[src/rtl/out_fm_ld_rd_ctrl_pkg.sv]
// Shared definitions for the out_fm load read controller: FSM state encodings and
// the width derivation for per-tile word counts.
package out_fm_ld_rd_ctrl_pkg;

  typedef enum logic [1:0] {
    StIdle  = 2'd0,
    StIssue = 2'd1,
    StDrain = 2'd2,
    StDone  = 2'd3
  } state_e;

  // Bits needed to hold any count in 0..total inclusive.
  function automatic int unsigned cnt_width(input int unsigned total);
    return (total == 0) ? 1 : $clog2(total + 1);
  endfunction

endpackage

[src/rtl/nest3_counter.sv]
// Three nested wrap-around counters; n0 runs fastest, n2 slowest. All advance only on i_ena.
module nest3_counter #(
  parameter int unsigned CW     = 16,
  parameter int unsigned N0_MAX = 18,
  parameter int unsigned N1_MAX = 64,
  parameter int unsigned N2_MAX = 16
) (
  input  logic          clk,
  input  logic          rst,
  input  logic          i_clr,
  input  logic          i_ena,
  output logic [CW-1:0] o_n0,
  output logic [CW-1:0] o_n1,
  output logic [CW-1:0] o_n2,
  output logic          o_last
);

  logic [CW-1:0] r_n0, r_n1, r_n2;
  logic          w_n0_top, w_n1_top, w_n2_top;

  assign w_n0_top = (r_n0 == CW'(N0_MAX - 1));
  assign w_n1_top = (r_n1 == CW'(N1_MAX - 1));
  assign w_n2_top = (r_n2 == CW'(N2_MAX - 1));

  // High while the counters sit on the final point of the full nest.
  assign o_last = w_n0_top && w_n1_top && w_n2_top;

  always_ff @(posedge clk or posedge rst) begin
    if (rst) begin
      r_n0 <= '0;
      r_n1 <= '0;
      r_n2 <= '0;
    end else if (i_clr) begin
      r_n0 <= '0;
      r_n1 <= '0;
      r_n2 <= '0;
    end else if (i_ena) begin
      if (!w_n0_top) begin
        r_n0 <= r_n0 + CW'(1);
      end else begin
        r_n0 <= '0;
        if (!w_n1_top) begin
          r_n1 <= r_n1 + CW'(1);
        end else begin
          r_n1 <= '0;
          r_n2 <= w_n2_top ? '0 : r_n2 + CW'(1);
        end
      end
    end
  end

  assign o_n0 = r_n0;
  assign o_n1 = r_n1;
  assign o_n2 = r_n2;

endmodule

[src/rtl/out_fm_ld_rd_ctrl.sv]
// Issues one tile of out_fm word reads to memory with bounded outstanding requests and
// forwards the in-order returns to the downstream ld filter one cycle later.
module out_fm_ld_rd_ctrl
  import out_fm_ld_rd_ctrl_pkg::*;
#(
  parameter int unsigned AW          = 16,
  parameter int unsigned CW          = 16,
  parameter int unsigned DW          = 32,
  parameter int unsigned N           = 32,
  parameter int unsigned R           = 64,
  parameter int unsigned C           = 32,
  parameter int unsigned Tn          = 16,
  parameter int unsigned Tr          = 64,
  parameter int unsigned Tc          = 16,
  parameter int unsigned tile_offset = 2,
  parameter int unsigned MAX_OUT     = 8
) (
  input  logic          clk,
  input  logic          rst,
  input  logic          start,
  input  logic [CW-1:0] tile_base_n,
  input  logic [CW-1:0] tile_base_row,
  input  logic [CW-1:0] tile_base_col,
  input  logic          fifo_almost_full,
  output logic          mem_rd_req,
  output logic [AW-1:0] mem_rd_addr,
  input  logic          mem_rd_ready,
  input  logic          mem_rd_data_valid,
  input  logic [DW-1:0] mem_rd_data,
  output logic          fifo_push_tmp,
  output logic [DW-1:0] data_to_fifo_tmp,
  output logic          busy,
  output logic          done
);

  localparam int unsigned NCol  = Tc + tile_offset;
  localparam int unsigned Total = Tn * Tr * NCol;
  localparam int unsigned TW    = cnt_width(Total);
  localparam int unsigned OW    = cnt_width(MAX_OUT);
  localparam int unsigned PW    = 2 * CW;

  state_e        r_state, w_state_d;
  logic [CW-1:0] r_base_n, r_base_row, r_base_col;
  logic [OW-1:0] r_out;
  logic [TW-1:0] r_ret_cnt;
  logic          r_push;
  logic [DW-1:0] r_push_data;

  logic          w_start_acc, w_req, w_accept, w_ret, w_last;
  logic [CW-1:0] w_tc, w_tr, w_tn;
  logic [PW-1:0] w_n_sum, w_row_sum;

  nest3_counter #(
    .CW    (CW),
    .N0_MAX(NCol),
    .N1_MAX(Tr),
    .N2_MAX(Tn)
  ) u_issue_cnt (
    .clk   (clk),
    .rst   (rst),
    .i_clr (w_start_acc),
    .i_ena (w_accept),
    .o_n0  (w_tc),
    .o_n1  (w_tr),
    .o_n2  (w_tn),
    .o_last(w_last)
  );

  always_comb begin
    w_state_d   = r_state;
    w_start_acc = 1'b0;
    w_req       = 1'b0;
    unique case (r_state)
      StIdle: begin
        if (start) begin
          w_start_acc = 1'b1;
          w_state_d   = StIssue;
        end
      end
      StIssue: begin
        w_req = (r_out < OW'(MAX_OUT)) && !fifo_almost_full;
        if (w_req && mem_rd_ready && w_last) begin
          w_state_d = StDrain;
        end
      end
      StDrain: begin
        if ((r_ret_cnt == TW'(Total)) && (r_out == '0)) begin
          w_state_d = StDone;
        end
      end
      StDone:  w_state_d = StIdle;
      default: w_state_d = StIdle;
    endcase
  end

  assign w_accept = w_req && mem_rd_ready;
  // Returns with nothing outstanding (e.g. after an abandoned tile) are not counted.
  assign w_ret    = mem_rd_data_valid && (r_out != '0);

  always_ff @(posedge clk or posedge rst) begin
    if (rst) begin
      r_state    <= StIdle;
      r_base_n   <= '0;
      r_base_row <= '0;
      r_base_col <= '0;
      r_out      <= '0;
      r_ret_cnt  <= '0;
    end else begin
      r_state <= w_state_d;
      if (w_start_acc) begin
        r_base_n   <= tile_base_n;
        r_base_row <= tile_base_row;
        r_base_col <= tile_base_col;
      end
      if (w_accept && !w_ret) begin
        r_out <= r_out + OW'(1);
      end else if (!w_accept && w_ret) begin
        r_out <= r_out - OW'(1);
      end
      if (w_start_acc) begin
        r_ret_cnt <= '0;
      end else if (w_ret && ((r_state == StIssue) || (r_state == StDrain))) begin
        r_ret_cnt <= r_ret_cnt + TW'(1);
      end
    end
  end

  always_ff @(posedge clk or posedge rst) begin
    if (rst) begin
      r_push      <= 1'b0;
      r_push_data <= '0;
    end else begin
      r_push      <= mem_rd_data_valid;
      r_push_data <= mem_rd_data;
    end
  end

  // Products formed at 2*CW bits, then truncated to the memory address width.
  assign w_n_sum   = PW'(r_base_n) + PW'(w_tn);
  assign w_row_sum = PW'(r_base_row) + PW'(w_tr);
  assign mem_rd_addr = AW'((w_n_sum * PW'(R) + w_row_sum) * PW'(C) + PW'(r_base_col) + PW'(w_tc));

  assign mem_rd_req       = w_req;
  assign fifo_push_tmp    = r_push;
  assign data_to_fifo_tmp = r_push_data;
  assign busy             = (r_state != StIdle);
  assign done             = (r_state == StDone);

endmodule

[config.mk]
export PLATFORM = sky130hd
export DESIGN_NAME = out_fm_ld_rd_ctrl
export DESIGN_NICKNAME = d
export VERILOG_FILES = /design/src/rtl/out_fm_ld_rd_ctrl_pkg.sv /design/src/rtl/nest3_counter.sv /design/src/rtl/out_fm_ld_rd_ctrl.sv
export SDC_FILE = /design/constraint.sdc
export NUM_CORES = 1
export LEC_CHECK = 0
export CELL_PAD_IN_SITES_DETAIL_PLACEMENT = 1
export CELL_PAD_IN_SITES_GLOBAL_PLACEMENT = 1
export CORE_MARGIN = 2
export CORE_UTILIZATION = 27
export CTS_CLUSTER_SIZE = 24
export DETAILED_ROUTE_END_ITERATION = 12
export GPL_ROUTABILITY_DRIVEN = 0
export GPL_TIMING_DRIVEN = 0
export PLACE_DENSITY = 0.57
export RECOVER_POWER = 25
export SLEW_MARGIN = 0
export SYNTH_ARGS = -nofsm -noshare
export SYNTH_HDL_FRONTEND = slang
export SYNTH_SLANG_ARGS = --single-unit
[constraint.sdc]
create_clock -name clk -period 13.3 [get_ports clk]
set_input_delay 2.66 -clock clk [delete_from_list [all_inputs] [get_ports clk]]
set_output_delay 2.66 -clock clk [all_outputs]
set_load 0.03 [all_outputs]
== Word level (Yosys, flattened, before mapping) ==
Cells that the tools add are included.
Cells by class
  add/sub/neg operators: 11
  magnitude comparators: 1
  equality and inequality tests: 10
  mux-type cells: 23
  reduce and logical (&&, ||, !) cells: 27
Operator list (count)
  16-bit two-way mux: 12
  16-bit by 1-bit adder with 16-bit output, second input constant: 3
  16-bit adder: 2
  15-bit two-way mux: 2
  11-bit adder: 2
  16-bit by 4-bit equality test with 1-bit output, second input constant: 1
  16-bit by 5-bit equality test with 1-bit output, second input constant: 1
  16-bit by 6-bit equality test with 1-bit output, second input constant: 1
  15-bit by 1-bit adder with 15-bit output, second input constant: 1
  15-bit equality test, second input constant: 1
  2-bit nonzero test: 6
  1-bit logical AND: 11
  4-bit two-way mux: 2
  2-bit one-hot mux with 4 select lines: 1
  2-bit two-way mux: 3
  2-bit inequality test, second input constant: 3
  3-bit AND reduction: 2
  5-bit adder: 1
  4-bit by 1-bit adder with 4-bit output, second input constant: 1
  2-bit equality test, second input constant: 2
  4-bit logical NOT: 1
  4-bit less-than comparator, second input constant: 1
  4-bit nonzero test: 1
  4-bit by 1-bit subtractor with 4-bit output, second input constant: 1
  other kinds (6): 10
Word-level totals
  register bits: 134
  bits of input ports: 86
  logic and storage cells: 83

== Depth between registers and ports, before layout ==
Gate-level depths: netlist (run 1).
  word-level depth: 8
  gate-level depth with buffers: 18
  depth with buffers taken out: 18

== By module ==
A second synthesis (run 1) with hierarchy kept.
Second synthesis, totals
  cell total of the unflattened synthesis: 746
  area, all modules: 7657.3 um2
Modules (own cells, without submodules)
  out_fm_ld_rd_ctrl: times used 1, cells each 443, area an instance 4933.5 um2, sequential area each 2152.1 um2
  nest3_counter: times used 1, cells each 303, area an instance 2723.9 um2, sequential area each 1201.2 um2

== Least setup slack after synthesis (run 1) ==
No wires, ideal clock.
  path kind: reg2out
  start point: reg u_issue_cnt.r_n2[0] (netlist: u_issue_cnt.o_n2[0])
  end point: out mem_rd_addr[15]
  data arrival time: 4.021 ns
  data required time: 10.640 ns
  setup slack: 6.619 ns
  stages on the path, launching flop included: 18
  buffers on the path: 0
  path through: dfrtp_1 ha_1 fa_1 inv_1 fa_1 inv_1 ha_1 o21a_1 nor2_1 a21oi_1 xnor2_1 fa_1 inv_1 ha_1 inv_1 o221ai_1 a21oi_1 xnor2_1
On the way
  word-level cells in the longest chain between the ends: 4
RTL lines
  start, declared: line nest3_counter.sv:18  | logic [CW-1:0] r_n0, r_n1, r_n2;
  start signal, assigned: line nest3_counter.sv:46  | r_n2 <= w_n2_top ? '0 : r_n2 + CW'(1);
  5-bit adder: line out_fm_ld_rd_ctrl.sv:139  | assign w_n_sum = PW'(r_base_n) + PW'(w_tn);
  11-bit adder: line out_fm_ld_rd_ctrl.sv:141  | assign mem_rd_addr = AW'((w_n_sum * PW'(R) + w_row_sum) * PW'(C) + PW'(r_base_col) + PW'(w_tc));
  16-bit adder (2 in a row): line out_fm_ld_rd_ctrl.sv:141
  end, declared: line out_fm_ld_rd_ctrl.sv:26  | output logic [AW-1:0] mem_rd_addr,
Every way passes these cells.

== Worst setup path in the final report (run 1) ==
Ends and elaborated chain as after synthesis.

==> results of run 1 <==
-- worst max-delay path, cell delays in order (launching register included) --
cell,delay [ns]
dfrtp_1,0.46
ha_1,0.26
fa_1,0.41
xnor2_1,0.16
fa_1,0.48
inv_1,0.04
ha_1,0.34
a21oi_1,0.14
o21ai_0,0.14
xnor2_1,0.17
fa_1,0.42
xor2_1,0.17
xnor2_1,0.24
xnor2_1,0.12
xnor2_1,0.28
xnor2_1,0.19
xnor2_1,0.15
clkdlybuf4s50_1,0.69
-- layout by cell type, fill, tap and decap left out, drive strengths merged, types with 2 or more instances in the layout --
master,Yosys,layout
dfrtp,134,134
nand2,116,116
inv,78,89
clkdlybuf4s50,0,87
nor2,71,71
o21ai,57,57
ha,52,52
xnor2,47,47
a21oi,34,34
dlygate4sd3,0,34
clkbuf,11,28
nand3,25,25
fa,18,18
xor2,17,17
nor3,16,16
nand4,12,12
nor4,11,11
and3,11,11
or3,9,9
a21o,8,8
o31ai,6,6
and2,5,5
buf,4,5
nor2b,4,4
nand2b,3,3
o21a,3,3
a31oi,3,3
mux2i,2,2
o41ai,2,2
a211oi,2,2
o211ai,2,2
mux2,2,2
clkinvlp,0,2
-- final timing paths --
kind	to	startpoint	cells past startpoint	slack (ns)
max	mem_rd_addr[15]	u_issue_cnt.o_n2[0]	17	5.35
min	r_base_col[3]	r_base_col[3]	2	0.48
max reg2reg	u_issue_cnt.o_n1[6]	r_state[0]	8	10.36
min reg2reg	r_base_col[3]	r_base_col[3]	2	0.48
max in group asynchronous	r_base_row[2]	rst	3	8.81
min in group asynchronous	data_to_fifo_tmp[4]	rst	2	3.30
-- kinds of logic after synthesis --
logic type	synth area share
mux	0.00576
xor+xnor	0.0759
fa+ha+maj	0.137
flops	0.454
compound gates	0.0954
simple gates	0.183
buf+inv	0.0495
-- metal layers --
metal / up-vias / wire (um) / track usage
met5: - / 0 / 0
met4: 0 / 140 / 0.0323
met3: 10 / 797 / 0.0375
met2: 91 / 9100 / 0.240
met1: 2878 / 9170 / 0.189
li1: 2892 / - / -
-- stage by stage --
stage          hold slack, ns  total power, mW  cell area, um2
2_1_floorplan           0.452             1.93            7390
6_report                0.483             3.06            9650
5_1_grt                 0.507             3.34            9650
3_3_place_gp            0.466             2.59            9020
3_5_place_dp            0.474             2.61            9060
4_1_cts                 0.491             3.12            9650
-- flip-flops by register name, indices dropped and copies added, names as in the netlist --
register / flops
u_issue_cnt.o_n0: 16
fifo_push_tmp: 1
r_out: 4
u_issue_cnt.o_n1: 16
r_base_col: 16
u_issue_cnt.o_n2: 16
r_base_n: 5
r_base_row: 11
r_state: 2
data_to_fifo_tmp: 32
r_ret_cnt: 15
-- area by class of cell --
cell class / count / area [um2] / area share
Multi-Input combinational cell: 553 / 3670 / 0.380
Sequential cell: 134 / 3350 / 0.347
Timing Repair Buffer: 122 / 1240 / 0.128
Tap cell: 341 / 427 / 0.0442
Clock buffer: 17 / 425 / 0.0441
Inverter: 78 / 294 / 0.0305
Clock inverter: 15 / 171 / 0.0178
Buffer: 15 / 72.6 / 0.00752
-- power by group through the flow --
stage	logic, mW	registers (mW)	clock network (mW)
after CTS	2.07	0.551	0.507
after detailed placement	2.05	0.558	0
after global routing	2.26	0.562	0.524
after global placement	2.03	0.556	0
after floorplan	1.38	0.548	0
final	2.02	0.549	0.487
==> reports/metrics.cfg, run 1 <==
[floorplanning]
initial_core_util = 0.275
die-area_um2 = 28700
die_y_um = 169
core_area_um2 = 26900
rows = 60
die_w_um = 169
pin_count = 138

[power_and_ir_drop]
p_int_mw = 1.61
sw_frac_of_total = 0.473
p_clk_frac = 0.159
leakage_nw = 4.35
p_comb_frac = 0.661
switchingPower_mw = 1.45
ir_worst_vdd_mv = 0.198
cellPowerDensity_nw_per_um2 = 317
p_seq_frac = 0.179

[timing]
finalSetupViolCount = 0
timing.final.crit_period_ns = 7.95
max_freq_mhz = 126
tightestPinTransition_ns = 2.26
fin_crit_sh = 0.597
slew_viol_final = 48
finalWorstSetupSlack_ns = 5.35
finalHoldViolations = 0
slew_headroom = -0.515
rsz0062_at_grt = false
fin_skew_ns = 0.00749
finalSetupTns_ns = 0

[global_route]
antenna_found_initial = 0
grt.overflow.total = 0
grt.total_usage = 0.145
grt_pass1_vias = 6341
grt_max_degree = 88
grt_pass1_wl_um = 32800

[worst_setup_path]
end_kind = output port
critPathLaunchType = flip-flop
worstSetupPathType = flip-flop to output port
cp_data_required_time_ns = 10.64
cp.arrival_ns = 5.29
cp_max_fo = 5

[yosys]
synth_area_leader_cell = dfrtp_1
ys_top_cells_by_count = dfrtp_1, nand2_1, inv_1
syn_inst = 780
synth_most_common_cell = dfrtp_1
synth.top_cell.area_share = 0.454
syn_area_per_cell_um2 = 9.47
synthArstFlopShare = 1.00
ys_warn_count = 0
ys_ff_latch = 134
synth.distinct_cells = 50
synth_fp_nets = 936
synth-main-ff-cell = dfrtp_1
synth_edf_count = 0
syn-cell-area_um2 = 7390
synth_area_leaders = dfrtp_1, ha_1, nand2_1
seq_area_frac_synth = 0.454

[final_layout]
area_delta_synth_final_pct = 30.6
fin_util = 0.359
fillers = 3097
diodes = 0
final_nets = 1077
drive_gt1_frac = 0.0503
fin_cells = 1275

[clocking]
clkTransAtPathRegs_ns = 0.07
htreeDepth = 4
cts-root-buf = clkbuf_16
ctsHoldBuffers = 0
postCtsSetupBuffers = 0
cts_buffer_depth = 2
cts_buffers = 17
cts.sinks = 134
cts_resized = 0
clk_latency_ns = 0.42
cts_tree = yes

[placed_design]
port_buffers = 121
pre_cts_ws_ns = 5.77
place_hpwl_um = 14500
place_inst = 1243

[route]
post_drt_via_cell_ratio = 4.60
firstDrtPassIters = 4
wl_per_cell_um = 15.1
dr.first_iter.drc_count = 182
drt_wl_total_um = 19200
drtAntennaViolNets = 0
route.detailed.drc = 0
vias = 5871

[job]
maxCapViolCount = 1

[min_path]
hold_class = flip-flop to flip-flop

[status]
outcome = complete, but fails checks
violations = capacitance limit, slew limit

(Power assumes the default switching activity.)
==> run 2, diff against run 1 <==
- PLACE_DENSITY: 0.57 -> 0.59
- clock period: 13.3 -> 7.2 ns (I/O delays scaled with it)
==> run 2 against run 1 <==
Net effect:
- the flow still finishes with violations (capacitance limit, slew limit)
- clock power is 91% higher
- critical path depth increased by 1
- worst hold slack lost 0.0024 ns
- routed wire length hardly changed
- sequential power up 84%
- first-iteration DRC count increased by 16%
- largest cell class unchanged
==> reports/metrics.cfg, run 2 (synthesis results as in run 1) <==
[route]
dr.first_iter.drc_count = 212  ; was 182
drtAntennaViolNets = 0  ; unchanged
wl_per_cell_um = 15.1  ; about the same
vias = 5848  ; was 5871
drt_wl_total_um = 19200  ; about the same
top_layer = met4  ; unchanged
wl_met2_um = 8980  ; was 9100 um
firstDrtPassIters = 4  ; unchanged
drt-met1-wl_um = 9240  ; was 9170 um
post_drt_via_cell_ratio = 4.59  ; was 4.60
route.detailed.drc = 0  ; unchanged
met3_length_um = 837  ; was 797 um

[min_path]
whs_path_depth = 2  ; unchanged
hold_class = flip-flop to flip-flop  ; unchanged
min_from = r_base_col[3]  ; unchanged
hold-path-endpoint = r_base_col[3]  ; unchanged

[global_route]
grt_pass1_wl_um = 32600  ; was 32800 um
grt_pass1_vias = 6391  ; was 6341
grt.overflow.total = 0  ; unchanged
grt.total_usage = 0.143  ; was 0.145
antenna_found_initial = 0  ; unchanged
grt_max_degree = 79  ; was 88

[timing]
fin_skew_ns = 0.0108  ; was 0.00749 ns
hold-worst-slack_ns = 0.481  ; was 0.483 ns
tightestPinTransition_ns = 2.72  ; was 2.26 ns
slew_headroom = -0.823  ; was -0.515
finalSetupViolCount = 0  ; unchanged
rsz0062_at_grt = false  ; unchanged
slew_viol_final = 57  ; was 48
finalWorstSetupSlack_ns = 0.494  ; was 5.35 ns
fin_crit_sh = 0.931
finalHoldViolations = 0  ; unchanged
timing.final.crit_period_ns = 6.71
finalSetupTns_ns = 0  ; unchanged
max_freq_mhz = 149

[worst_setup_path]
worstSetupPathType = flip-flop to output port  ; unchanged
timing.rr.end = u_issue_cnt.o_n1[6]  ; unchanged
cp.arrival_ns = 5.27  ; was 5.29 ns
end_kind = output port  ; unchanged
cp_max_fo = 5  ; unchanged
path_cells = ha_1 > fa_1 > inv_1 > fa_1 > inv_1 > ha_1 > o21a_1 > nor2_1 > a21oi_1 > xnor2_1 > fa_1 > inv_1 > ha_1 > inv_1 > o221ai_1 > a21oi_1 > xnor2_1 > clkdlybuf4s50_1  ; was ha_1 > fa_1 > xnor2_1 > fa_1 > inv_1 > ha_1 > a21oi_1 > o21ai_0 > xnor2_1 > fa_1 > xor2_1 > xnor2_1 > xnor2_1 > xnor2_1 > xnor2_1 > xnor2_1 > clkdlybuf4s50_1
cp_slowest_cell = clkdlybuf4s50_1  ; unchanged
cpMostUsedCell = inv_1  ; was xnor2_1
r2r_slack_ns = 4.39  ; was 10.36 ns
critPathLaunchType = flip-flop  ; unchanged
critPathMaxStageDelay_ns = 0.70  ; was 0.69 ns
reg2regPathDepth = 8  ; unchanged
r2r_start = r_state[0]  ; unchanged
cp_data_required_time_ns = 5.76  ; was 10.64 ns

[status]
violations = capacitance limit, slew limit  ; unchanged
outcome = complete, but fails checks  ; unchanged

[placed_design]
pre_cts_ws_ns = 0.927  ; was 5.77 ns
port_buffers = 121  ; unchanged
placed_cell_area_um2 = 9060  ; unchanged
place_inst = 1243  ; unchanged
place_hpwl_um = 14800  ; was 14500 um

[final_layout]
largest_reg_flops = 32  ; unchanged
fin_util = 0.360  ; was 0.359
fillers = 3143  ; was 3097
diodes = 0  ; unchanged
final_nets = 1077  ; unchanged
regArea_um2 = 3350  ; unchanged
drive_gt1_frac = 0.0503  ; unchanged
area_delta_synth_final_pct = 31.0  ; was 30.6%
fin_cells = 1275  ; unchanged
final_cell_mix = dfrtp_1, nand2_1, clkdlybuf4s50_1  ; unchanged
layout.cells.most_common = dfrtp_1  ; unchanged
multi_input_comb_area_um2 = 3670  ; unchanged
design_area_um2 = 9680  ; was 9650 um2

[floorplanning]
pin_count = 138  ; unchanged
core_area_um2 = 26900  ; unchanged
die_w_um = 169  ; unchanged
rows = 60  ; unchanged
die-area_um2 = 28700  ; unchanged
die_y_um = 169  ; unchanged
initial_core_util = 0.275  ; unchanged

[power_and_ir_drop]
ir_worst_vdd_mv = 0.350  ; was 0.198 mV
total_power_mw = 5.69  ; was 3.06 mW
cellPowerDensity_nw_per_um2 = 588  ; was 317 nW/um2
leakage_nw = 4.36  ; was 4.35 nW

[clocking]
cts_buffer_depth = 2  ; unchanged
cts.sinks = 134  ; unchanged
cts_tree = yes  ; unchanged
postCtsSetupBuffers = 0  ; unchanged
ctsHoldBuffers = 0  ; unchanged
cts_resized = 0  ; unchanged
cts-root-buf = clkbuf_16  ; unchanged
clk_latency_ns = 0.43  ; was 0.42 ns
cts_buffers = 17  ; unchanged
clkTransAtPathRegs_ns = 0.07  ; about the same
htreeDepth = 4  ; unchanged

[job]
maxCapViolCount = 1  ; unchanged

## run 2: critical path: cells and delay by family, from the launching register on
| family | cells | cell delay, ns |
|---|---|---|
| adders and majority gates | 6 | 2.37 |
| buffers and inverters | 5 | 0.94 |
| AOI/OAI and AO/OA | 4 | 0.75 |
| DFF | 1 | 0.45 |
| xor gates and xnor gates | 2 | 0.29 |
| and+or+nand+nor | 1 | 0.04 |
## run 2: area by class of cell
| class | instances | area share |
|---|---|---|
| timing repair buffer | 122 | 0.128 |
| tap | 341 | 0.0441 |
| inverter | 78 | 0.0304 |
| multi-input combinational | 553 | 0.379 |
| clock buffer | 17 | 0.0439 |
| clock inverter | 15 | 0.0208 |
| buffer | 15 | 0.00750 |
| sequential | 134 | 0.346 |
## run 2: per-layer routing
layer  up-vias  global-route usage
li1       2889                   -
met2        96               0.239
met1      2850               0.185
met3        13              0.0396
met4         0              0.0323
met5         -                   0
## run 2: worst max path at each step
stage	startpoint	depth (start not counted)	slack, ns	endpoint
after floorplan	u_issue_cnt.o_n2[0]	17	1.74	mem_rd_addr[15]
after global placement	rst	2	-0.22	r_base_row[8]
after detailed placement	u_issue_cnt.o_n2[0]	18	0.93	mem_rd_addr[15]
after CTS	u_issue_cnt.o_n2[0]	18	0.41	mem_rd_addr[15]
after global routing	u_issue_cnt.o_n2[0]	18	0.18	mem_rd_addr[15]
final	u_issue_cnt.o_n2[0]	18	0.49	mem_rd_addr[15]
## run 2: power breakdown
group	internal [mW]	switching (mW)
clock network	0.534	0.396
logic	1.58	2.17
registers	0.898	0.117
